**src/rtl/mul_arbiter.sv**
```systemverilog
// Round-robin request arbiter and operand/response sequencer for the shared multiplier.
// Optional macro MUL_ARB_BACK2BACK_EN: accept the next request on the response-consuming edge.
module mul_arbiter #(
    parameter int unsigned WIDTH = 16,
    parameter int unsigned NREQ  = 2,
    parameter int unsigned IDW   = 2
) (
    input  logic                  clk,
    input  logic                  rst_n,
    input  logic [NREQ-1:0]       req_valid,
    output logic [NREQ-1:0]       req_ready,
    input  logic [NREQ*WIDTH-1:0] req_x,
    input  logic [NREQ*WIDTH-1:0] req_y,
    input  logic [NREQ-1:0]       req_signed,
    output logic                  resp_valid,
    input  logic                  resp_ready,
    output logic [IDW-1:0]        resp_id,
    output logic [2*WIDTH-1:0]    resp_r,
    output logic                  resp_negative,
    output logic                  resp_zero
);
    localparam int unsigned    NPAD = 2 ** IDW;
    localparam logic [IDW-1:0] LAST = IDW'(NREQ - 1);

    typedef enum logic [1:0] {StIdle, StExec, StResp} state_e;
    state_e state_q, state_d;

    logic [IDW-1:0]     last_grant_q;
    logic [WIDTH-1:0]   op_x_q, op_y_q;
    logic               op_signed_q;
    logic [IDW-1:0]     op_id_q;

    logic               arb_en, found, accept;
    logic [IDW-1:0]     grant_idx, cand;
    logic [NPAD-1:0]    valid_pad;
    logic [WIDTH-1:0]   sel_x, sel_y;
    logic               sel_signed;
    logic [2*WIDTH-1:0] ext_x, ext_y, product;

    // Search starts one past the last grant and wraps at NREQ, not at 2^IDW.
    always_comb begin
        valid_pad           = '0;
        valid_pad[NREQ-1:0] = req_valid;
        found               = 1'b0;
        grant_idx           = '0;
        cand                = (last_grant_q == LAST) ? '0 : last_grant_q + 1'b1;
        for (int k = 0; k < NREQ; k++) begin
            if (!found && valid_pad[cand]) begin
                found     = 1'b1;
                grant_idx = cand;
            end
            cand = (cand == LAST) ? '0 : cand + 1'b1;
        end
    end

    always_comb begin
        sel_x      = '0;
        sel_y      = '0;
        sel_signed = 1'b0;
        for (int i = 0; i < NREQ; i++) begin
            if (grant_idx == IDW'(i)) begin
                sel_x      = req_x[i*WIDTH +: WIDTH];
                sel_y      = req_y[i*WIDTH +: WIDTH];
                sel_signed = req_signed[i];
            end
        end
    end

    always_ff @(posedge clk or negedge rst_n) begin
        if (!rst_n) begin
            state_q <= StIdle;
        end else begin
            state_q <= state_d;
        end
    end

    always_comb begin
        state_d = state_q;
        unique case (state_q)
            StIdle:  if (accept) state_d = StExec;
            StExec:  state_d = StResp;
            StResp:  if (resp_ready) state_d = accept ? StExec : StIdle;
            default: state_d = StIdle;
        endcase
    end

    always_comb begin
        arb_en = (state_q == StIdle);
`ifdef MUL_ARB_BACK2BACK_EN
        if (state_q == StResp && resp_ready) arb_en = 1'b1;
`endif
        resp_valid = (state_q == StResp);
        req_ready  = '0;
        for (int i = 0; i < NREQ; i++) begin
            req_ready[i] = arb_en && found && (grant_idx == IDW'(i));
        end
    end

    assign accept = |req_ready;

    // Sign-extending to the full product width makes the truncated product exact in both modes.
    assign ext_x   = {{WIDTH{op_signed_q & op_x_q[WIDTH-1]}}, op_x_q};
    assign ext_y   = {{WIDTH{op_signed_q & op_y_q[WIDTH-1]}}, op_y_q};
    assign product = ext_x * ext_y;

    always_ff @(posedge clk or negedge rst_n) begin
        if (!rst_n) begin
            last_grant_q  <= LAST;
            op_x_q        <= '0;
            op_y_q        <= '0;
            op_signed_q   <= 1'b0;
            op_id_q       <= '0;
            resp_id       <= '0;
            resp_r        <= '0;
            resp_negative <= 1'b0;
            resp_zero     <= 1'b0;
        end else begin
            if (accept) begin
                last_grant_q <= grant_idx;
                op_x_q       <= sel_x;
                op_y_q       <= sel_y;
                op_signed_q  <= sel_signed;
                op_id_q      <= grant_idx;
            end
            if (state_q == StExec) begin
                resp_id       <= op_id_q;
                resp_r        <= product;
                resp_negative <= op_signed_q & product[2*WIDTH-1];
                resp_zero     <= (product == '0);
            end
        end
    end

endmodule

```
**config.mk**
```make
export PLATFORM = sky130hd
export DESIGN_NAME = mul_arbiter
export DESIGN_NICKNAME = d
export VERILOG_FILES = /design/src/rtl/mul_arbiter.sv
export SDC_FILE = /design/constraint.sdc
export NUM_CORES = 1
export LEC_CHECK = 0
export CORE_ASPECT_RATIO = 0.6
export CORE_MARGIN = 2
export CORE_UTILIZATION = 50
export CTS_CLUSTER_SIZE = 8
export DETAILED_ROUTE_END_ITERATION = 10
export PLACE_DENSITY = 0.71
export SLEW_MARGIN = 10
export SYNTH_ARGS = -nofsm -noshare
export SYNTH_HDL_FRONTEND = slang
export SYNTH_SLANG_ARGS = --single-unit
```
**constraint.sdc**
```tcl
create_clock -name clk -period 19.61 [get_ports clk]
set_clock_uncertainty 0.1 [all_clocks]
set_input_delay 3.922 -clock clk [delete_from_list [all_inputs] [get_ports clk]]
set_output_delay 3.922 -clock clk [all_outputs]
set_load 0.02 [all_outputs]
```
==> results.py, run 1 <==
metrics = {
    "routing": {
        "vias_per_cell": 5.42,
        "drc_errors": 0,
        "drt_iter0_markers": 929,
        "wl_um": 37100,
        "vias": 10600,
        "ant_nets": 0,
        "wl_per_cell_um": 19.0,
        "firstDrtPassIters": 5,
    },
    "logic_synthesis": {
        "async_flop_share_pct": 100,
        "synth-edff-count": 0,
        "netlist_area_mm2": 0.0139,
        "syn_nets": 1950,
        "synth_top_area_share_pct": 40.7,
        "yosys_warnings": 0,
        "postSynthCellCount": 1515,
        "yosysTopAreaCell": "fa_1",
        "synthTopCellsByArea": "fa_1, dfrtp_1, inv_1",
        "synth.avg_cell_area_um2": 9.17,
        "ys_ff_latch": 74,
        "synth_ff_type": "dfrtp_1",
        "yosysSeqAreaShare_pct": 13.3,
        "synth_cell_types": 65,
    },
    "die": {
        "rows": 47,
        "initial_core_util_pct": 50.6,
        "io_pins": 110,
        "die_area_mm2": 0.0292,
        "die_h_um": 133,
        "die_w_um": 219,
        "core-area_mm2": 0.0275,
    },
    "place": {
        "port-buffer-count": 109,
        "place_hpwl_um": 30200,
        "place_area_mm2": 0.0153,
        "place_congestion": 0.945,
    },
    "timing": {
        "post-route-min-period_ns": 9.62,
        "hold_violations": 0,
        "slew_viol_final": 0,
        "fin_crit_sh_pct": 49.1,
        "tightest_slew_ns": 0.953,
        "holdWs_ns": 0.385,
        "fin_tns_setup_ns": 0,
        "setup_viol": 0,
        "max_freq_mhz": 104,
        "rsz0062_at_grt": "no",
        "slew_headroom_pct": 36.3,
    },
    "final_layout": {
        "fin_util_pct": 56.8,
        "regArea_mm2": 0.00185,
        "area_growth_pct": 12.4,
        "fillers": 2404,
        "finalNetCount": 2015,
        "stdcell_area_mm2": 0.0156,
        "drive_gt1_share_pct": 3.91,
        "multi_input_area_mm2": 0.0106,
        "diodes": 0,
    },
    "clock_tree": {
        "tritoncts": "done",
        "ctsHoldBuffers": 0,
        "clkSlewWorstSetupHoldPaths_ns": 0.06,
        "cts_resized": 0,
        "numClockSinks": 74,
        "htree_levels": 3,
        "cts-root-buf": "clkbuf_16",
        "post_cts_buffers": 0,
        "insertion_delay_ns": 0.36,
        "cts_buffers": 9,
        "cts_buffer_depth": 2,
    },
    "worst_setup_path": {
        "crit_type": "input pin to primary output",
        "crit_fanout": 2,
        "worstSetupEndpointType": "primary output",
        "cp_data_arrival_time_ns": 5.60,
        "cp.required_ns": 15.59,
        "startpoint_type": "input pin",
    },
    "global_routing": {
        "overflow": 0,
        "grt_use_total_pct": 27.7,
        "grt_max_degree": 75,
        "grt_pass1_wl_um": 61600,
        "grt_pass1_vias": 11000,
        "grt_antenna_before_repair": 0,
    },
    "run": {
        "cap_violations": 0,
    },
    "min_path": {
        "min-delay-path-class": "flip-flop to flip-flop",
    },
    "run_status": {
        "status": "completed",
    },
}
[cells by family (layout without fill, tap and decap cells)]
| group | Yosys count | count (layout) | share of synthesized area [%] |
|---|---|---|---|
| simple gates | 479 | 479 | 17.0 |
| compound gates | 160 | 160 | 7.92 |
| fa+ha+maj | 364 | 364 | 48.0 |
| flops | 74 | 74 | 13.3 |
| buf+inv | 394 | 464 | 10.7 |
| mux | 14 | 14 | 1.12 |
| xor+xnor | 30 | 30 | 1.89 |
[worst max-delay path, stage by stage]
cell             delay (ns)
clkdlybuf4s50_1        0.48
a21oi_1                0.06
or3_1                  0.34
nor2_2                 0.16
clkdlybuf4s50_1        0.63
[metal layers]
metal / track usage (%) / wire, µm
met3: 8.54 / 4110
met5: 0 / 0
met1: 44.7 / 18000
met4: 4.02 / 408
met2: 37.0 / 14600
[layout make-up]
type / instances / share of cell area, %
repair buffers: 121 / 7.55
inverters: 327 / 7.86
clock buffers: 10 / 1.53
clock inverters: 6 / 0.617
well taps: 367 / 2.94
multi-input cells: 1047 / 67.6
flip-flops and latches: 74 / 11.9
[worst paths after layout]
| check | from | endpoint | slack, ns | depth (start not counted) |
|---|---|---|---|---|
| max | req_valid[1] | req_ready[0] | 9.99 | 5 |
| min | op_id_q[0] | op_id_q[0] | 0.38 | 1 |
| min reg2reg | op_id_q[0] | op_id_q[0] | 0.38 | 1 |
| min in group asynchronous | rst_n | last_grant_q[1] | 3.61 | 1 |
| max in group asynchronous | rst_n | op_y_q[7] | 15.17 | 1 |
| max reg2reg | op_x_q[10] | resp_zero | 12.14 | 20 |
[sequential cells by signal, summed over array words and instances, names as in the netlist]
signal,count
last_grant_q,2
resp_zero,1
op_y_q,16
op_x_q,16
resp_negative,1
op_signed_q,1
state_q,2
resp_r,32
op_id_q,1
resp_id,2
[cells in the mapped netlist (all sizes together) (12+ instances only)]
master	n
xnor2	20
mux2	12
a22oi	34
a21oi	26
o21ai	35
dfrtp	73
fa	282
nor2	28
clkbuf	61
and2	137
and3	15
inv	327
ha	82
nand2	238
[through the flow]
stage | setup slack [ns] | cells
2_1_floorplan | 10.44 | 1515
3_3_place_gp | 9.97 | 1936
3_5_place_dp | 9.98 | 1936
4_1_cts | 9.97 | 1952
5_1_grt | 9.92 | 1952
6_report | 9.99 | 1952
[placed cells by master, fill, tap and decap left out, types with 9 or more instances in the layout]
| master | count |
|---|---|
| inv_1 | 327 |
| fa_1 | 282 |
| nand2_1 | 237 |
| and2_1 | 137 |
| clkdlybuf4s50_1 | 108 |
| ha_1 | 82 |
| dfrtp_1 | 73 |
| a22oi_1 | 34 |
| o21ai_0 | 31 |
| nor2_1 | 27 |
| a21oi_1 | 25 |
| xnor2_1 | 20 |
| and3_1 | 15 |
| buf_4 | 13 |
| mux2_2 | 12 |
| xor2_1 | 10 |
| nand2b_1 | 9 |
| clkbuf_16 | 9 |
Power of run 1 is not shown: default switching activity piles up to over one toggle a cycle in this logic, so the estimate is an artifact.
==> run 2: changes to the inputs <==
PLACE_DENSITY = 0.74   (was 0.71)
clock period = 8 ns   (was 19.61 ns; I/O delays follow)
==> run 2 against run 1 <==
- global-route usage grew 2.1 points
- die area unchanged
- count of clock-buffer cells in the layout shrank 1
- worst setup slack lost 9.6 ns
- core utilization down 0.14 points
- register-to-register slack worse by 12 ns
- critical path type is now flip-flop to flip-flop
- highest routed layer unchanged
==> results.py, run 2 (synthesized netlist as in run 1, its figures left out) <==
metrics = {
    "timing": {
        "slew_viol_final": 0,
        "holdWs_ns": 0.384,
        "rsz0062_at_grt": "no",
        "max_freq_mhz": 131,
        "fin_crit_sh_pct": 95.2,
        "hold_violations": 0,
        "post-route-min-period_ns": 7.61,
        "fin_tns_setup_ns": 0,
        "slew_headroom_pct": 29.5,
        "tightest_slew_ns": 1.06,
        "setup_viol": 0,
    },
    "place": {
        "place_hpwl_um": 32100,
        "dpl.cell_count": 1938,
        "place_congestion": 0.918,
        "port-buffer-count": 109,
    },
    "clock_tree": {
        "cts-root-buf": "clkbuf_16",
        "post_cts_buffers": 0,
        "cts_buffer_depth": 2,
        "numClockSinks": 74,
        "htree_levels": 3,
        "cts_buffers": 9,
        "insertion_delay_ns": 0.36,
        "cts_resized": 0,
        "ctsHoldBuffers": 0,
        "tritoncts": "done",
        "clkSlewWorstSetupHoldPaths_ns": 0.07,
    },
    "die": {
        "die_area_mm2": 0.0292,
        "die_h_um": 133,
        "rows": 47,
        "initial_core_util_pct": 50.6,
        "die_w_um": 219,
        "core-area_mm2": 0.0275,
        "io_pins": 110,
    },
    "worst_setup_path": {
        "cp_data_arrival_time_ns": 7.78,
        "crit_chain": "nand2_1 -> or2_2 -> fa_1 -> fa_1 -> inv_1 -> fa_1 -> fa_1 -> fa_1 -> inv_1 -> fa_1 -> inv_1 -> ha_1 -> nand2_1 -> nor4_2 -> o221ai_1 -> a21oi_2 -> or3_1 -> o311ai_0 -> a211oi_1 -> nand4_1 -> o31ai_2",
        "crit_type": "flip-flop to flip-flop",
        "cpMostUsedCell": "fa_1",
        "r2r_end": "resp_zero",
        "crit_fanout": 19,
        "r2r_setup_slack_ns": 0.39,
        "crit_buf_inv": 3,
        "r2r_start": "op_y_q[15]",
        "reg2reg_depth": 21,
        "slowest_stage": "dfrtp_1",
        "worstSetupEndpointType": "flip-flop",
        "startpoint_type": "flip-flop",
        "crit_family": "adder cells",
        "cp.required_ns": 8.17,
        "cpPeakStageDelay_ns": 0.75,
    },
    "routing": {
        "wl_per_cell_um": 20.3,
        "drc_errors": 0,
        "drt_iter0_markers": 1030,
        "firstDrtPassIters": 5,
        "ant_nets": 0,
        "wl_um": 39700,
        "vias": 10800,
        "vias_per_cell": 5.53,
    },
    "global_routing": {
        "overflow": 0,
        "grt_use_total_pct": 29.8,
        "grt_max_degree": 75,
        "grt_pass1_vias": 11500,
        "grt_pass1_wl_um": 65400,
        "grt_antenna_before_repair": 0,
    },
    "min_path": {
        "min-delay-path-class": "flip-flop to flip-flop",
        "holdPathStages": 1,
        "holdCritStartpoint": "op_id_q[0]",
        "holdPathEnd": "op_id_q[0]",
    },
    "final_layout": {
        "final_common_cell": "inv_1",
        "fin_cells": 1954,
        "finalNetCount": 2017,
        "top_register": "resp_r",
        "largest_reg_flops": 32,
        "largest_registers": "resp_r x32, op_x_q x16, op_y_q x16",
        "area_growth_pct": 12.1,
        "layout_common_cells": "inv_1, fa_1, nand2_1",
        "drive_gt1_share_pct": 3.97,
        "diodes": 0,
    },
    "run_status": {
        "status": "completed",
    },
    "run": {
        "cap_violations": 0,
    },
}
## run 2: area by class of cell
| type | count | area (µm²) |
|---|---|---|
| clock buffers | 9 | 225 |
| flip-flops and latches | 74 | 1850 |
| repair buffers | 123 | 1190 |
| inverters | 327 | 1230 |
| clock inverters | 7 | 60.1 |
| multi-input cells | 1047 | 10600 |
| well taps | 367 | 459 |
| fillers | 2386 | 11900 |
## run 2: worst reg2reg max path, stage by stage (launching register included)
cell and delay [ns]:
dfrtp_1 0.75, nand2_1 0.53, or2_2 0.45, fa_1 0.45, fa_1 0.49, inv_1 0.05, fa_1 0.39, fa_1 0.46
fa_1 0.54, inv_1 0.06, fa_1 0.53, inv_1 0.07, ha_1 0.38, nand2_1 0.17, nor4_2 0.45, o221ai_1 0.25
a21oi_2 0.36, or3_1 0.16, o311ai_0 0.21, a211oi_1 0.31, nand4_1 0.16, o31ai_2 0.20
## run 2: worst max-delay path by stage
stage / startpoint / end / slack [ns] / cells after the start
2_1_floorplan: op_x_q[15] / resp_r[30] / 1.57 / 24
3_3_place_gp: op_y_q[15] / resp_r[30] / 0.76 / 21
3_5_place_dp: op_y_q[15] / resp_r[30] / 0.56 / 21
4_1_cts: op_y_q[15] / resp_r[30] / 0.53 / 21
5_1_grt: op_y_q[15] / resp_r[30] / 0.08 / 21
6_report: op_y_q[15] / resp_zero / 0.39 / 21
## run 2: through the flow
step	area (µm²)	setup WS (ns)	utilization, %
final	15600	0.385	56.7
after global routing	15600	0.0778	56.7
after CTS	15600	0.532	56.7
after detailed placement	15300	0.565	55.7
after global placement	15300	0.758	55.7
after floorplan	13900	1.57	-
## run 2: routing by layer
layer	vias to the layer above	global-route usage (%)	wire (µm)
met2	589	39.5	15800
li1	4750	-	-
met1	5429	45.2	17700
met4	0	4.84	531
met5	-	0	0
met3	38	13.3	5790
Power of run 2 is left out for the same reason.
==> run 3: changes to the inputs <==
RECOVER_POWER = 50   (was default)
==> run 3 against run 2 <==
- the run now ends with max-capacitance violations, max-slew violations left
- worst setup slack improved by 0.013 ns
- critical path depth did not move
- register-to-register slack barely moved
- global-route usage did not move
- fmax rose by 0.17%
==> results.py, run 3 (synthesized netlist as in run 1, its figures left out) <==
metrics = {
    "run_status": {
        "status": "complete, but fails checks",
        "violations": "max-capacitance violations, max-slew violations",
    },
    "timing": {
        "slew_viol_final": 112,
        "tightest_slew_ns": 4.46,
        "rsz0062_at_grt": "no",
        "slew_headroom_pct": -197,
        "max_freq_mhz": 132,
        "hold_violations": 0,
        "setup_viol": 0,
        "fin_crit_sh_pct": 95.0,
        "holdWs_ns": 0.382,
        "post-route-min-period_ns": 7.60,
        "fin_tns_setup_ns": 0,
    },
    "worst_setup_path": {
        "worstSetupEndpointType": "flip-flop",
        "r2r_setup_slack_ns": 0.40,
        "crit_buf_inv": 3,
        "reg2reg_depth": 21,
        "cp.required_ns": 8.17,
        "cpMostUsedCell": "fa_1",
        "r2r_start": "op_y_q[15]",
        "crit_family": "adder cells",
        "crit_chain": "nand2_1 -> or2_2 -> fa_1 -> fa_1 -> inv_1 -> fa_1 -> fa_1 -> fa_1 -> inv_1 -> fa_1 -> inv_1 -> ha_1 -> nand2_1 -> nor4_2 -> o221ai_1 -> a21oi_2 -> or3_1 -> o311ai_0 -> a211oi_1 -> nand4_1 -> o31ai_2",
        "startpoint_type": "flip-flop",
        "crit_fanout": 19,
        "cp_data_arrival_time_ns": 7.77,
        "cpPeakStageDelay_ns": 0.75,
        "r2r_end": "resp_zero",
        "crit_type": "flip-flop to flip-flop",
        "slowest_stage": "dfrtp_1",
    },
    "clock_tree": {
        "tritoncts": "done",
        "ctsHoldBuffers": 0,
        "cts-root-buf": "clkbuf_16",
        "htree_levels": 3,
        "clkSlewWorstSetupHoldPaths_ns": 0.07,
        "cts_resized": 0,
        "insertion_delay_ns": 0.36,
        "numClockSinks": 74,
        "cts_buffers": 9,
        "cts_buffer_depth": 2,
        "post_cts_buffers": 0,
    },
    "final_layout": {
        "fin_cells": 1954,
        "diodes": 0,
        "largest_registers": "resp_r x32, op_x_q x16, op_y_q x16",
        "largest_reg_flops": 32,
        "finalNetCount": 2017,
        "layout_common_cells": "inv_1, fa_1, nand2_1",
        "fillers": 2388,
        "area_growth_pct": 12.1,
        "fin_util_pct": 56.7,
        "final_common_cell": "inv_1",
        "drive_gt1_share_pct": 3.84,
        "top_register": "resp_r",
    },
    "routing": {
        "firstDrtPassIters": 5,
        "vias": 10800,
        "ant_nets": 0,
        "wl_per_cell_um": 20.3,
        "vias_per_cell": 5.52,
        "drc_errors": 0,
        "drt_iter0_markers": 1072,
        "wl_um": 39800,
    },
    "die": {
        "io_pins": 110,
        "core-area_mm2": 0.0275,
        "die_w_um": 219,
        "rows": 47,
        "initial_core_util_pct": 50.6,
        "die_h_um": 133,
        "die_area_mm2": 0.0292,
    },
    "min_path": {
        "holdPathStages": 1,
        "min-delay-path-class": "flip-flop to flip-flop",
        "holdCritStartpoint": "op_id_q[0]",
        "holdPathEnd": "op_id_q[0]",
    },
    "place": {
        "dpl.cell_count": 1938,
        "port-buffer-count": 109,
        "place_hpwl_um": 32100,
        "place_congestion": 0.918,
    },
    "global_routing": {
        "grt_pass1_wl_um": 65400,
        "grt_pass1_vias": 11500,
        "grt_max_degree": 75,
        "grt_antenna_before_repair": 0,
        "overflow": 0,
        "grt_use_total_pct": 29.8,
    },
    "run": {
        "cap_violations": 2,
    },
}
[run 3: worst register-to-register path: stages (launching register included)]
cell and delay (ns):
dfrtp_1 0.75, nand2_1 0.53, or2_2 0.45, fa_1 0.45, fa_1 0.50, inv_1 0.05
fa_1 0.39, fa_1 0.46, fa_1 0.54, inv_1 0.06, fa_1 0.52, inv_1 0.06
ha_1 0.38, nand2_1 0.17, nor4_2 0.45, o221ai_1 0.25, a21oi_2 0.36, or3_1 0.16
o311ai_0 0.21, a211oi_1 0.31, nand4_1 0.16, o31ai_2 0.20
[run 3: cell type report]
type,count,area [µm²],area share (%)
clock buffers,9,225,1.45
clock inverters,7,60.1,0.386
inverters,327,1230,7.89
multi-input cells,1047,10600,67.8
flip-flops and latches,74,1850,11.9
well taps,367,459,2.95
repair buffers,123,1190,7.62
[run 3: worst max-delay path by stage]
stage	from	endpoint	slack (ns)	cells after the start
global route	op_y_q[15]	resp_r[30]	0.08	21
global placement	op_y_q[15]	resp_r[30]	0.76	21
detailed placement	op_y_q[15]	resp_r[30]	0.56	21
floorplan	op_x_q[15]	resp_r[30]	1.57	24
finish	op_y_q[15]	resp_zero	0.40	21
CTS	op_y_q[15]	resp_r[30]	0.53	21
[run 3: metrics by stage]
stage | worst slack, ns | area [µm²]
CTS | 0.532 | 15600
global placement | 0.758 | 15300
global route | 0.0778 | 15600
floorplan | 1.57 | 13900
finish | 0.399 | 15600
detailed placement | 0.565 | 15300
[run 3: metal layers]
| metal | track usage, % | vias to the layer above | part of all wire, % |
|---|---|---|---|
| met5 | 0 | - | 0 |
| met3 | 13.3 | 42 | 14 |
| met1 | 45.2 | 5425 | 45 |
| met2 | 39.5 | 575 | 40 |
| met4 | 4.84 | 0 | 1.4 |
| li1 | - | 4750 | - |
Power of run 3 is left out for the same reason.
==> patch: new RTL, config.mk and constraints of run 3 <==
Set the parameter `NREQ` to 1 (it was 2). Comments in the files are not updated.
--- a/src/rtl/mul_arbiter.sv
+++ b/src/rtl/mul_arbiter.sv
@@ -2,7 +2,7 @@
 // Optional macro MUL_ARB_BACK2BACK_EN: accept the next request on the response-consuming edge.
 module mul_arbiter #(
     parameter int unsigned WIDTH = 16,
-    parameter int unsigned NREQ  = 2,
+    parameter int unsigned NREQ  = 1,
     parameter int unsigned IDW   = 2
 ) (
     input  logic                  clk,
Interface: changed (5 resized); port bits go from 110 to 75. The function was not compared with the original's and may differ.
==> patch against run 3 <==
  * The run still ends with max-capacitance violations, max-slew violations left
  * Routed wire length is 14% lower
  * Sequential share of layout area grew 0.47 points
  * Area after synthesis is 3.2% lower
  * Cell count fell by 4.8%
  * Cell area decreased by 5.2%
  * Highest routed layer unchanged
  * Setup slack improved by 0.057 ns
  * Maximum frequency grew 0.76%
  * Non-clock buffer count fell by 38
  * Sequential cell count shrank 1
Power is left out: it rests on default switching activity, and per cell area and clock period it moved more than threefold.
==> patch: results (changes against run 3) <==
[grt]
grt_first_pass_wirelength_mm=56.8  ; was 65.4 mm
grt_max_degree=74  ; was 75
gr-usage-all-layers_pct=26.3  ; was 29.8%
use_met3_pct=8.59  ; was 13.3%
grt_pass1_vias=10186  ; was 11486

[drt]
via_per_inst=5.26  ; was 5.52
vias=9786  ; was 10792
wl_mm=34.1  ; was 39.8 mm
wl_met3_mm=4.13  ; was 5.70 mm
wl_met1_mm=16.4  ; was 17.8 mm
met2_length_mm=13.2  ; was 15.7 mm

[outcome]
violations=max-capacitance violations, max-slew violations  ; unchanged
status=finished, violations left  ; unchanged

[placed_design]
place_hpwl_mm=28.0  ; was 32.1 mm
post-place-ws_ns=0.616  ; was 0.565 ns
place_area_um2=14500  ; was 15300 um2

[logic_synthesis]
synthTopCellsByArea=fa_1, dfrtp_1, inv_1, nand2_1, ha_1  ; was fa_1, dfrtp_1, inv_1, ha_1, nand2_1
yosys_register_bits=73  ; was 74
synth.avg_cell_area_um2=9.17  ; about the same
synthMuxAreaShare_pct=0.987  ; was 1.12%
yosysUniqueCellTypes=57  ; was 65
synth_compound_area_share_pct=5.56  ; was 7.92%

[critical_path]
timing.rr.start=op_x_q[15]  ; was op_y_q[15]
cp.arrival_ns=7.71  ; was 7.77 ns

[timing]
worst_pin_slew_ns=4.21  ; was 4.46 ns
final-max-slew-violation-count=173  ; was 112

[die]
num_rows=46  ; was 47

[cells_and_area]
nNonClkBuffers=85  ; was 123
clockNetworkAreaShare_pct=2.09  ; was 1.83%
buf_share_pct=5.51  ; was 7.62%
multi_input_area_um2=10200  ; was 10600 um2
seq_area_share_pct=12.4  ; was 11.9%
fin_area_um2=14800  ; was 15600 um2
multi_input_gates=1021  ; was 1047

[run]
maxCapViolCount=3  ; was 2

patch: changes by cell type in the layout (fill, tap and decap cells not counted), moves of 5 or more:
| cell | run 3 | this run |
|---|---|---|
| and3_1 | 15 | 9 |
| a22oi_1 | 34 | 0 |
| and2_1 | 136 | 130 |
| nand2_1 | 238 | 282 |
| clkdlybuf4s50_1 | 95 | 72 |
| or3_1 | 7 | 2 |
| xnor2_1 | 20 | 25 |
| o211ai_1 | 8 | 3 |
| dlygate4sd3_1 | 13 | 1 |
| o21ai_1 | 3 | 8 |
| inv_1 | 327 | 304 |
patch: worst max path at each step:
stage | to | slack (ns) | cells past startpoint | startpoint
finish | resp_zero | 0.46 | 23 | op_x_q[15]
CTS | resp_zero | 0.55 | 23 | op_x_q[15]
global route | resp_zero | 0.19 | 23 | op_x_q[15]
detailed placement | resp_zero | 0.62 | 23 | op_x_q[15]
global placement | resp_zero | 0.73 | 23 | op_x_q[15]
floorplan | resp_zero | 1.54 | 24 | op_signed_q
